### config.mk
export PLATFORM = sky130hd
export DESIGN_NAME = simm_arbiter
export DESIGN_NICKNAME = d
export VERILOG_FILES = /design/src/rtl/simm_arbiter.sv
export SDC_FILE = /design/constraint.sdc
export NUM_CORES = 1
export LEC_CHECK = 0
export CORE_UTILIZATION = 35
export CTS_BUF_LIST = sky130_fd_sc_hd__clkbuf_4 sky130_fd_sc_hd__clkbuf_8 sky130_fd_sc_hd__clkbuf_16
export CTS_CLUSTER_SIZE = 16
export DETAILED_ROUTE_END_ITERATION = 8
export GPL_TIMING_DRIVEN = 1
export PLACE_DENSITY = 0.77
export SYNTH_ARGS = -nofsm -noshare
export SYNTH_HDL_FRONTEND = slang
export SYNTH_SLANG_ARGS = --single-unit
### constraint.sdc
create_clock -name clock -period 1.4 [get_ports clock]
set_clock_uncertainty 0.05 [all_clocks]
set_input_delay 0.42 -clock clock [delete_from_list [all_inputs] [get_ports clock]]
set_output_delay 0.42 -clock clock [all_outputs]
set_load 0.05 [all_outputs]
### src/rtl/simm_arbiter.sv
// Shares the SIMM controller between CPU and DMA; CPU priority, DMA forced in after STARVE_LIMIT lost rounds.
// Grant one edge after cs is sampled; mem_* pass through combinationally; losing requester held in wait.
module simm_arbiter #(
    parameter int unsigned STARVE_LIMIT = 4
) (
    input  logic       clock,
    input  logic       reset,
    input  logic       cpu_cs,
    input  logic       cpu_ds,
    input  logic       cpu_rn_w,
    input  logic       cpu_bank_addr,
    input  logic [3:0] cpu_byte_selects,
    input  logic       dma_cs,
    input  logic       dma_ds,
    input  logic       dma_rn_w,
    input  logic       dma_bank_addr,
    input  logic [3:0] dma_byte_selects,
    input  logic       mem_waitstate,
    output logic       mem_cs,
    output logic       mem_ds,
    output logic       mem_rn_w,
    output logic       mem_bank_addr,
    output logic [3:0] mem_byte_selects,
    output logic       grant_dma,
    output logic       cpu_waitstate,
    output logic       dma_waitstate
);

    typedef enum logic [1:0] {
        IDLE    = 2'd0,
        CPU_OWN = 2'd1,
        DMA_OWN = 2'd2,
        RELEASE = 2'd3
    } state_t;

    localparam logic [3:0] LIMIT = 4'(STARVE_LIMIT);

    state_t     state;
    logic [3:0] starve_count;

    always_ff @(posedge clock or negedge reset) begin
        if (!reset) begin
            state        <= IDLE;
            starve_count <= 4'd0;
            grant_dma    <= 1'b0;
        end else begin
            case (state)
                IDLE: begin
                    if (cpu_cs && dma_cs) begin
                        if (starve_count == LIMIT) begin
                            state        <= DMA_OWN;
                            grant_dma    <= 1'b1;
                            starve_count <= 4'd0;
                        end else begin
                            state        <= CPU_OWN;
                            starve_count <= starve_count + 4'd1;
                        end
                    end else if (cpu_cs) begin
                        state        <= CPU_OWN;
                        starve_count <= 4'd0;
                    end else if (dma_cs) begin
                        state        <= DMA_OWN;
                        grant_dma    <= 1'b1;
                        starve_count <= 4'd0;
                    end else begin
                        starve_count <= 4'd0;
                    end
                end
                CPU_OWN: begin
                    if (!cpu_cs) state <= RELEASE;
                end
                DMA_OWN: begin
                    if (!dma_cs) begin
                        state     <= RELEASE;
                        grant_dma <= 1'b0;
                    end
                end
                RELEASE: state <= IDLE;
                default: begin
                    state     <= IDLE;
                    grant_dma <= 1'b0;
                end
            endcase
        end
    end

    // Owner's qualifiers reach the controller unregistered so completion adds no latency.
    always_comb begin
        mem_cs           = 1'b0;
        mem_ds           = 1'b0;
        mem_rn_w         = 1'b1;
        mem_bank_addr    = 1'b0;
        mem_byte_selects = 4'b0000;
        case (state)
            CPU_OWN: begin
                mem_cs           = cpu_cs;
                mem_ds           = cpu_ds;
                mem_rn_w         = cpu_rn_w;
                mem_bank_addr    = cpu_bank_addr;
                mem_byte_selects = cpu_byte_selects;
            end
            DMA_OWN: begin
                mem_cs           = dma_cs;
                mem_ds           = dma_ds;
                mem_rn_w         = dma_rn_w;
                mem_bank_addr    = dma_bank_addr;
                mem_byte_selects = dma_byte_selects;
            end
            default: ;
        endcase
    end

    assign cpu_waitstate = (state == CPU_OWN) ? mem_waitstate : cpu_cs;
    assign dma_waitstate = (state == DMA_OWN) ? mem_waitstate : dma_cs;

endmodule

# Word level (Yosys, flattened, before mapping)
# Index checks and enable logic that the tools add are counted.
# word_totals
regBits	7
latchBits	0
mem_bits_rw	0
romBits	0
inputBits	19
mem_count	0
# op_classes
addsub	1
mul	0
div	0
order_cmp	0
eq_ne	10
shifts	0
muxes	22
bitwise	0
n_reduce_logical	5
# ops
op	count
$mux 2	6
$pmux 1 s2	5
$ne 3x3->1 const B	3
$mux 4	2
$pmux 2 s4	1
$pmux 4 s2	1
$mux 1	7
$reduce_and 5->1	1
$add 4x1->4 const B	1
$eq 2x2->1 const B	2
$eq 4x3->1 const B	1
$ne 2x2->1 const B	2
$ne 4x4->1 const B	1
$reduce_and 3->1	1
$eq 2x1->1 const B	1
$logic_not 2->1	1
$reduce_bool 2->1	1
$logic_and 1x1->1	1

# Depth between registers and ports, before layout
# Gate-level depths: netlist of run 1.
# depth
word_depth	4
mapped_depth	6
ltp_nobuf	5

# Least setup slack after synthesis of run 1
# No wires, ideal clock.
# synth_path
path_type	register to output
from	register state[1]
to	output mem_cs
arrival_ns	1.560
setup_slack_ns	-0.630
path_stages_with_launch	6
path_buffers	1
cell_sequence	dfrtp_1 > inv_1 > ha_1 > buf_2 > a22oi_2 > nor2b_1
# synth_via
elab_chain_cells	2
word_cells_on_any_way	3
# synth_lines
item	line	text
start: declaration	38	state_t state;
start signal: assignment	43	state <= IDLE;
start signal: assignment	51	state <= DMA_OWN;
start signal: assignment	55	state <= CPU_OWN;
$eq 2x2->1 / $eq 2x1->1 (equally long branches)	94	case (state)
$pmux 1 s2 (*)	94	
end: declaration	19	output logic mem_cs,
# Every way passes the cells marked *; elsewhere a longest branch is shown, timed or not.

# Final worst setup path of run 1
# layout_path
from	register state[0]
to	output dma_waitstate
# layout_via
elab_chain_cells	2
# layout_lines
item	line	text
$eq 2x2->1	114	assign dma_waitstate = (state == DMA_OWN) ? mem_waitstate : dma_cs;
$mux 1	114	
end: declaration	26	output logic dma_waitstate
# Every way passes these cells.

==> impl_metrics.yaml, run 1 <==
outcome:
  status: "finished with violations"
  violations: "DRC, setup timing"
routing:
  dr_wl_met2_um: 1210
  routed_via_density: 5.83
  first_pass_iters: 6
  wl_met3_um: 218
  drc: 7
  antenna_left: 0
  wire_per_inst_um: 18.6
  routed.top_layer: "met4"
  wl_um: 2400
  met1_length_um: 911
  first_iter_violations: 26
  dr_total_vias: 752
cts:
  cts.sinks: 7
  cts_max_level: 1
  cts_buffer_depth: 2
  cts_tree: "done"
  clkTransAtPathRegs_ns: 0.06
  numCtsBuffers: 3
  root_buffer: "clkbuf_4"
  clkLatencyLatePin_ns: 0.26
  cts.hold.buffers_added: 0
pwr:
  p_switching_mw: 1.66
  ir_worst_vdd_mv: 1.94
  p_comb_share_pct: 84.5
  seq_power_share_pct: 9.6
  p_leak_nw: 0.563
  power_density_mw_per_mm2: 2680
  p_int_mw: 2.02
  p_sw_share_pct: 45.2
  pwr-share-clk_pct: 5.9
synth:
  syn_inst: 67
  seq_area_frac_synth_pct: 28.8
  synth_commonest_cells: "a22oi_1 (7), dfrtp_1 (7), nor2b_1 (7)"
  synth_top_area_share_pct: 28.8
  synth_area_um2: 608
  ys.warnings.count: 0
  synth_edf_count: 0
  syn_nets: 91
  synth_area_leader_cell: "dfrtp_1"
  synth_area_leaders: "dfrtp_1 (29%), ha_1 (10%), a22oi_1 (8.6%), nor2b_1 (7.2%), nand2b_1 (5.1%)"
  ys_types: 26
  synth-seq-cells: 7
  ys.flop_type: "dfrtp_1"
  synth.avg_cell_area_um2: 9.08
  ys_async_sr_fraction_pct: 100
floorplanning:
  core_area_mm2: 0.00156
  die_h_um: 43.7
  ioPinCount: 30
  row_count: 14
  dieWidth_um: 43.7
  dieArea_mm2: 0.00191
  start_util_pct: 39.0
grt:
  grt_overflow_total: 0
  antenna_found_initial: 0
  track_usage_pct: 23.0
  grt_start_max_net_pins: 12
  grt_pass1_wl_um: 3170
  grt_pass1_vias: 692
setup_path:
  worstReg2RegStart: "state[0]"
  cp_top_family: "flip-flops"
  cpMaxStageDelayCell: "dfrtp_1"
  critPathLaunch: "state[0]"
  cp-start-kind: "flop"
  r2r-end: "state[1]"
  cp.required_ns: 0.93
  timing.critical_path.cells: "inv_2, ha_4, buf_6, mux2_4, buf_12"
  rrSetupSlack_ns: -0.16
  critPathArrivalTime_ns: 1.57
  critPathMaxFanout: 5
  end_kind: "primary output"
  reg2reg_depth: 6
  worst-setup-path-type: "flop to primary output"
  crit_buf_inv: 3
  cpPeakStageDelay_ns: 0.43
place:
  place_congestion: 0.818
  pre_cts_slack_ns: -0.469
  numPortBuffers: 29
  hpwl_um: 1470
  placed_area_mm2: 0.00115
sta:
  setup_viol: 12
  drv_slew: 0
  relSlewSlack_pct: 77.8
  period_needed_ns: 2.04
  hold_viol_final: 0
  final.setup.tns_ns: -6.18
  tightest_slew_ns: 0.332
  max_freq_mhz: 491
  timing.hold.ws_ns: 0.368
  layout_setup_ws_ns: -0.636
  grt_setup_unrepaired: "yes"
  timing.final.crit_share_pct: 145
cells_and_area:
  diodes: 0
  final_nets: 138
  area_growth_pct: 126
  drive_above_1_share_pct: 58.4
  stdcell_area_mm2: 0.00137
worst_hold_path:
  hp-class: "input pin to asynchronous set/reset pin"
run:
  drv_cap: 0
cells in the final DEF, fill, tap and decap left out:
cell	instances
nand2b_1	5
a21oi_2	2
ha_2	1
dlygate4sd2_1	2
clkbuf_4	4
a22oi_2	8
and3_1	1
buf_12	12
a41oi_2	2
dfrtp_1	7
nor2b_4	7
buf_4	12
and3b_2	1
mux2_4	2
mux2i_1	1
ha_1	1
nand3_1	2
or3b_4	1
nand3b_1	1
inv_1	2
o2bb2ai_2	1
nand2_1	3
inv_2	3
o21ai_0	1
ha_4	3
o31ai_2	1
nand2_2	1
clkdlybuf4s50_1	16
o2bb2ai_1	1
o22ai_1	1
and2_1	1
o2111ai_1	1
o211ai_1	1
o31ai_4	1
buf_6	4
area by class of cell:
class	count	area, um^2
flip-flops and latches	7	175
inverters	5	18.8
multi-input cells	51	574
clock buffers	4	30.0
repair buffers	46	553
well taps	16	20.0
fillers	69	188
power by group through the flow:
stage / logic, mW / registers, mW / clock network (mW)
after global routing: 3.26 / 0.364 / 0.230
final: 3.11 / 0.353 / 0.218
after global placement: 2.52 / 0.341 / 0
after floorplan: 1.49 / 0.372 / 0
after detailed placement: 2.56 / 0.345 / 0
after CTS: 2.75 / 0.338 / 0.219
timing repair:
| action | CTS | global route |
|---|---|---|
| pin swaps | 1 | 7 |
| setup endpoints to repair | 17 | 13 |
| buffers inserted | 2 | 5 |
| resized for setup | 16 | 15 |
routing by layer:
layer | up-vias | track usage (%)
met5 | - | 0
met4 | 0 | 11.3
met3 | 7 | 3.75
met2 | 45 | 40.0
met1 | 361 | 27.1
li1 | 339 | -
flip-flops by register name, indices dropped and copies added (netlist names):
signal,cells
grant_dma,1
starve_count,4
state,2
worst reg2reg max path: stages, from the launching register on:
cell and delay (ns):
dfrtp_1 0.43, ha_2 0.22, buf_12 0.14, a22oi_2 0.25
buf_6 0.17, a21oi_2 0.06, a41oi_2 0.16
kinds of logic after synthesis:
family,share of synthesized area (%)
AOI/OAI and AO/OA,25.1
adders and majority gates,10.3
buffers and inverters,7.41
DFF,28.8
muxes,5.35
and+or+nand+nor,23.0
worst max path at each step:
stage / endpoint / slack, ns / cells past startpoint
floorplan: mem_bank_addr / -0.21 / 5
global placement: dma_waitstate / -0.44 / 3
detailed placement: state[1] / -0.47 / 5
CTS: mem_byte_selects[2] / -0.58 / 6
global route: dma_waitstate / -0.67 / 5
finish: dma_waitstate / -0.64 / 5
metrics by stage:
stage | total power [mW] | util, % | cells
finish | 3.68 | 88.0 | 129
global route | 3.85 | 88.0 | 129
CTS | 3.31 | 80.8 | 124
detailed placement | 2.91 | 74.1 | 118
global placement | 2.86 | 74.1 | 118
floorplan | 1.86 | - | 67
No activity file was read; power rests on OpenSTA's default activity.
==> run 2: changes to the inputs <==
--- a/config.mk
+++ b/config.mk
@@ -11,6 +11,7 @@
 export DETAILED_ROUTE_END_ITERATION = 8
 export GPL_TIMING_DRIVEN = 1
 export PLACE_DENSITY = 0.77
+export SLEW_MARGIN = 20
 export SYNTH_ARGS = -nofsm -noshare
 export SYNTH_HDL_FRONTEND = slang
 export SYNTH_SLANG_ARGS = --single-unit
==> constraint.sdc (replaced) <==
create_clock -name clock -period 1.4 [get_ports clock]
set_clock_uncertainty 0.05 [all_clocks]
set_input_delay 0.21 -clock clock [delete_from_list [all_inputs] [get_ports clock]]
set_output_delay 0.21 -clock clock [all_outputs]
set_load 0.05 [all_outputs]
==> impl_metrics.yaml, run 2 (same netlist as run 1, synthesis figures left out) <==
floorplanning:
  die_h_um: 43.7
  dieWidth_um: 43.7
  row_count: 14
  start_util_pct: 39.0
  ioPinCount: 30
  dieArea_mm2: 0.00191
  core_area_mm2: 0.00156
cells_and_area:
  drive_above_1_share_pct: 54.4
  final_common_cell: "clkdlybuf4s50_1"
  diodes: 0
  regMostFlops: "starve_count"
  area_growth_pct: 116
  largest_register_ffs: 4
  post-route-util_pct: 84.3
  layout_common_cells: "clkdlybuf4s50_1 (17), buf_4 (15), buf_12 (10)"
  final_cells: 130
  top_regs: "starve_count (4), state (2), grant_dma (1)"
  final_nets: 139
worst_hold_path:
  hp-class: "input pin to asynchronous set/reset pin"
grt:
  grt_start_max_net_pins: 12
  grt_pass1_wl_um: 3150
  track_usage_pct: 22.0
  grt_overflow_total: 0
  grt_pass1_vias: 698
  antenna_found_initial: 0
cts:
  cts.sinks: 7
  clkLatencyLatePin_ns: 0.25
  cts_buffer_depth: 2
  cts_max_level: 1
  cts_tree: "done"
  numCtsBuffers: 3
  root_buffer: "clkbuf_4"
  clkTransAtPathRegs_ns: 0.06
  cts.hold.buffers_added: 0
sta:
  timing.final.crit_share_pct: 127
  grt_setup_unrepaired: "yes"
  setup_viol: 13
  hold_viol_final: 0
  tightest_slew_ns: 0.390
  max_freq_mhz: 561
  layout_setup_ws_ns: -0.382
  period_needed_ns: 1.78
  drv_slew: 0
  final.setup.tns_ns: -3.92
  relSlewSlack_pct: 74.0
place:
  hpwl_um: 1330
  dp_cells: 119
  place_congestion: 0.788
  numPortBuffers: 29
  pre_cts_slack_ns: -0.228
pwr:
  power_mw: 3.59
  p_leak_nw: 0.561
  ir_worst_vdd_mv: 1.47
  power_density_mw_per_mm2: 2730
routing:
  first_pass_iters: 6
  antenna_left: 0
  first_iter_violations: 27
  wire_per_inst_um: 19.0
  wl_um: 2460
  dr_total_vias: 753
  drc: 6
  routed_via_density: 5.79
outcome:
  violations: "DRC, setup timing"
  status: "finished with violations"
setup_path:
  end_kind: "primary output"
  critPathArrivalTime_ns: 1.52
  worst-setup-path-type: "flop to primary output"
  cp-start-kind: "flop"
  cp.required_ns: 1.14
  critPathMaxFanout: 9
run:
  drv_cap: 0
run 2: cell count changes in the layout (fill, tap and decap cells not counted), sizes merged:
cell	before	now
clkdlybuf4s50	16	17
dlymetal6s2s	0	1
buf	28	29
dlygate4sd2	2	0
run 2: final cells by class:
| type | instances | area (um^2) |
|---|---|---|
| inverters | 5 | 18.8 |
| fillers | 77 | 245 |
| clock buffers | 4 | 30.0 |
| repair buffers | 47 | 544 |
| flip-flops and latches | 7 | 175 |
| well taps | 16 | 20.0 |
| multi-input cells | 51 | 526 |
run 2: repair_timing:
item | 4_1_cts | 5_1_grt
endpoints found under the hold margin | 0 | 0
setup endpoints to repair | 13 | 14
buffers inserted | 3 | 4
pin swaps | 1 | 2
resized for setup | 15 | 9
run 2: report_power, final:
group	switching, mW	internal [mW]
Sequential	0.0856	0.278
Combinational	1.46	1.55
Clock	0.0793	0.128
run 2: final timing paths:
path	start	depth (start not counted)	slack [ns]	endpoint
max	state[1]	5	-0.38	cpu_waitstate
min	reset	1	0.18	starve_count[1]
max reg2reg	state[1]	7	-0.22	state[0]
min reg2reg	starve_count[3]	1	0.51	starve_count[3]
max in group asynchronous	reset	1	0.86	state[1]
min in group clock	dma_cs	3	0.36	grant_dma
run 2: critical path, stage by stage, from the launching register on:
cell	delay [ns]
dfrtp_1	0.42
inv_2	0.08
ha_2	0.18
buf_12	0.13
mux2_4	0.30
buf_6	0.15
run 2: layer usage:
layer  global-route usage, %  share of wire (%)  up-vias  routed length (um)
li1                        -                  -      341                   -
met1                    25.5                 36      350                 879
met2                    42.4                 52       50                1280
met3                    3.33                9.6       12                 237
met4                    3.75                2.8        0                  69
met5                       0                  0        -                   0
run 2: through the flow:
| stage | area (um^2) | hold WS (ns) |
|---|---|---|
| 3_3_place_gp | 1140 | 0.439 |
| 6_report | 1310 | 0.178 |
| 5_1_grt | 1310 | 0.214 |
| 4_1_cts | 1250 | 0.188 |
| 2_1_floorplan | 682 | -0.136 |
| 3_5_place_dp | 1140 | 0.450 |
==> run 3: changes to the inputs <==
--- a/config.mk
+++ b/config.mk
@@ -5,6 +5,7 @@
 export SDC_FILE = /design/constraint.sdc
 export NUM_CORES = 1
 export LEC_CHECK = 0
+export CORE_MARGIN = 10
 export CORE_UTILIZATION = 35
 export CTS_BUF_LIST = sky130_fd_sc_hd__clkbuf_4 sky130_fd_sc_hd__clkbuf_8 sky130_fd_sc_hd__clkbuf_16
 export CTS_CLUSTER_SIZE = 16
==> impl_metrics.yaml, run 3 (same netlist as run 1, synthesis figures left out) <==
outcome:
  status: "finished with violations"
  violations: "setup timing"
sta:
  tightest_slew_ns: 0.368
  hold_viol_final: 0
  period_needed_ns: 1.75
  grt_setup_unrepaired: "yes"
  layout_setup_ws_ns: -0.352
  drv_slew: 0
  relSlewSlack_pct: 75.4
  timing.final.crit_share_pct: 125
  setup_viol: 12
  max_freq_mhz: 571
worst_hold_path:
  hp-class: "input pin to asynchronous set/reset pin"
grt:
  grt_start_max_net_pins: 12
  antenna_found_initial: 0
  gr-usage-met2_pct: 22.1
  grt_pass1_vias: 737
  use_met1_pct: 13.2
  grt_pass1_wl_um: 3420
  grt_overflow_total: 0
  busiest_layer: "met2"
  track_usage_pct: 12.2
  grt_util_met3_pct: 2.27
cells_and_area:
  final_common_cell: "clkdlybuf4s50_1"
  diodes: 0
  regMostFlops: "starve_count"
  layout_common_cells: "clkdlybuf4s50_1 (17), buf_4 (14), buf_12 (9)"
  largest_register_ffs: 4
  area_growth_pct: 114
  final_nets: 138
  drive_above_1_share_pct: 52.2
  top_regs: "starve_count (4), state (2), grant_dma (1)"
setup_path:
  timing.critical_path.cells: "inv_2, ha_2, buf_6, mux2_4, buf_6"
  critPathMaxFanout: 6
  cp-start-kind: "flop"
  reg2reg_depth: 8
  crit_cells: 5
  crit_buf_inv: 3
  cpMaxStageDelayCell: "dfrtp_1"
  cp_common_cell: "buf_6"
  cp.required_ns: 1.14
  cpPeakStageDelay_ns: 0.40
  cp_top_family: "flip-flops"
  end_kind: "primary output"
  worst-setup-path-type: "flop to primary output"
  critPathArrivalTime_ns: 1.49
  rrSetupSlack_ns: -0.21
floorplanning:
  start_util_pct: 36.0
  die_h_um: 61.7
  row_count: 15
  dieWidth_um: 61.7
  dieArea_mm2: 0.00380
  ioPinCount: 30
  core_area_mm2: 0.00169
pwr:
  ir_worst_vdd_mv: 1.41
  power_density_mw_per_mm2: 2670
  p_leak_nw: 0.554
  power_mw: 3.46
place:
  pre_cts_slack_ns: -0.231
  numPortBuffers: 29
  hpwl_um: 1650
  place_congestion: 0.751
cts:
  cts.sinks: 7
  clkLatencyLatePin_ns: 0.25
  cts.hold.buffers_added: 0
  root_buffer: "clkbuf_4"
  cts_max_level: 1
  cts_tree: "done"
  numCtsBuffers: 3
  cts_buffer_depth: 2
  clkTransAtPathRegs_ns: 0.05
routing:
  drc: 0
  first_iter_violations: 17
  wl_um: 2150
  first_pass_iters: 4
  antenna_left: 0
  dr_total_vias: 691
  wire_per_inst_um: 16.5
  routed_via_density: 5.32
run:
  drv_cap: 0
[run 3: metal layers]
layer | vias to the layer above | wire (um)
li1 | 338 | -
met1 | 318 | 904
met2 | 31 | 1040
met3 | 4 | 188
met4 | 0 | 21
met5 | - | 0
[run 3: path summary, 6_finish.rpt]
check | start | end
max reg2reg | state[1] | state[1]
min in group clock | dma_cs | grant_dma
max | state[0] | dma_waitstate
max in group asynchronous | reset | state[1]
min reg2reg | starve_count[3] | starve_count[3]
min | reset | starve_count[1]
[run 3: repair_timing]
item                                    CTS  global route
pin swaps                                 2             4
endpoints found under the setup margin   12            15
setup buffers                             6             2
resized for setup                        17             7
[run 3: final cells by class]
class | count | area [um^2]
fillers | 105 | 390
well taps | 17 | 21.3
clock buffers | 4 | 30.0
repair buffers | 46 | 528
multi-input cells | 51 | 526
inverters | 5 | 18.8
flip-flops and latches | 7 | 175
[run 3: report_power, final]
group          leakage, nW  total [mW]  switching (mW)  internal [mW]
Combinational        0.446        2.90            1.38           1.52
Clock               0.0184       0.205          0.0766          0.128
Sequential          0.0900       0.358          0.0795          0.278
Total                0.554        3.46            1.54           1.93
[run 3: stage by stage]
stage,instances,hold WS [ns],setup TNS [ns],cell area [um^2],utilization [%]
after floorplan,67,-0.136,0,682,-
after global placement,118,0.448,-1.94,1110,65.8
after detailed placement,118,0.460,-2.31,1110,65.8
after CTS,128,0.184,-3.98,1260,74.4
after global routing,130,0.191,-4.82,1300,76.9
final,130,0.189,-3.74,1300,76.9
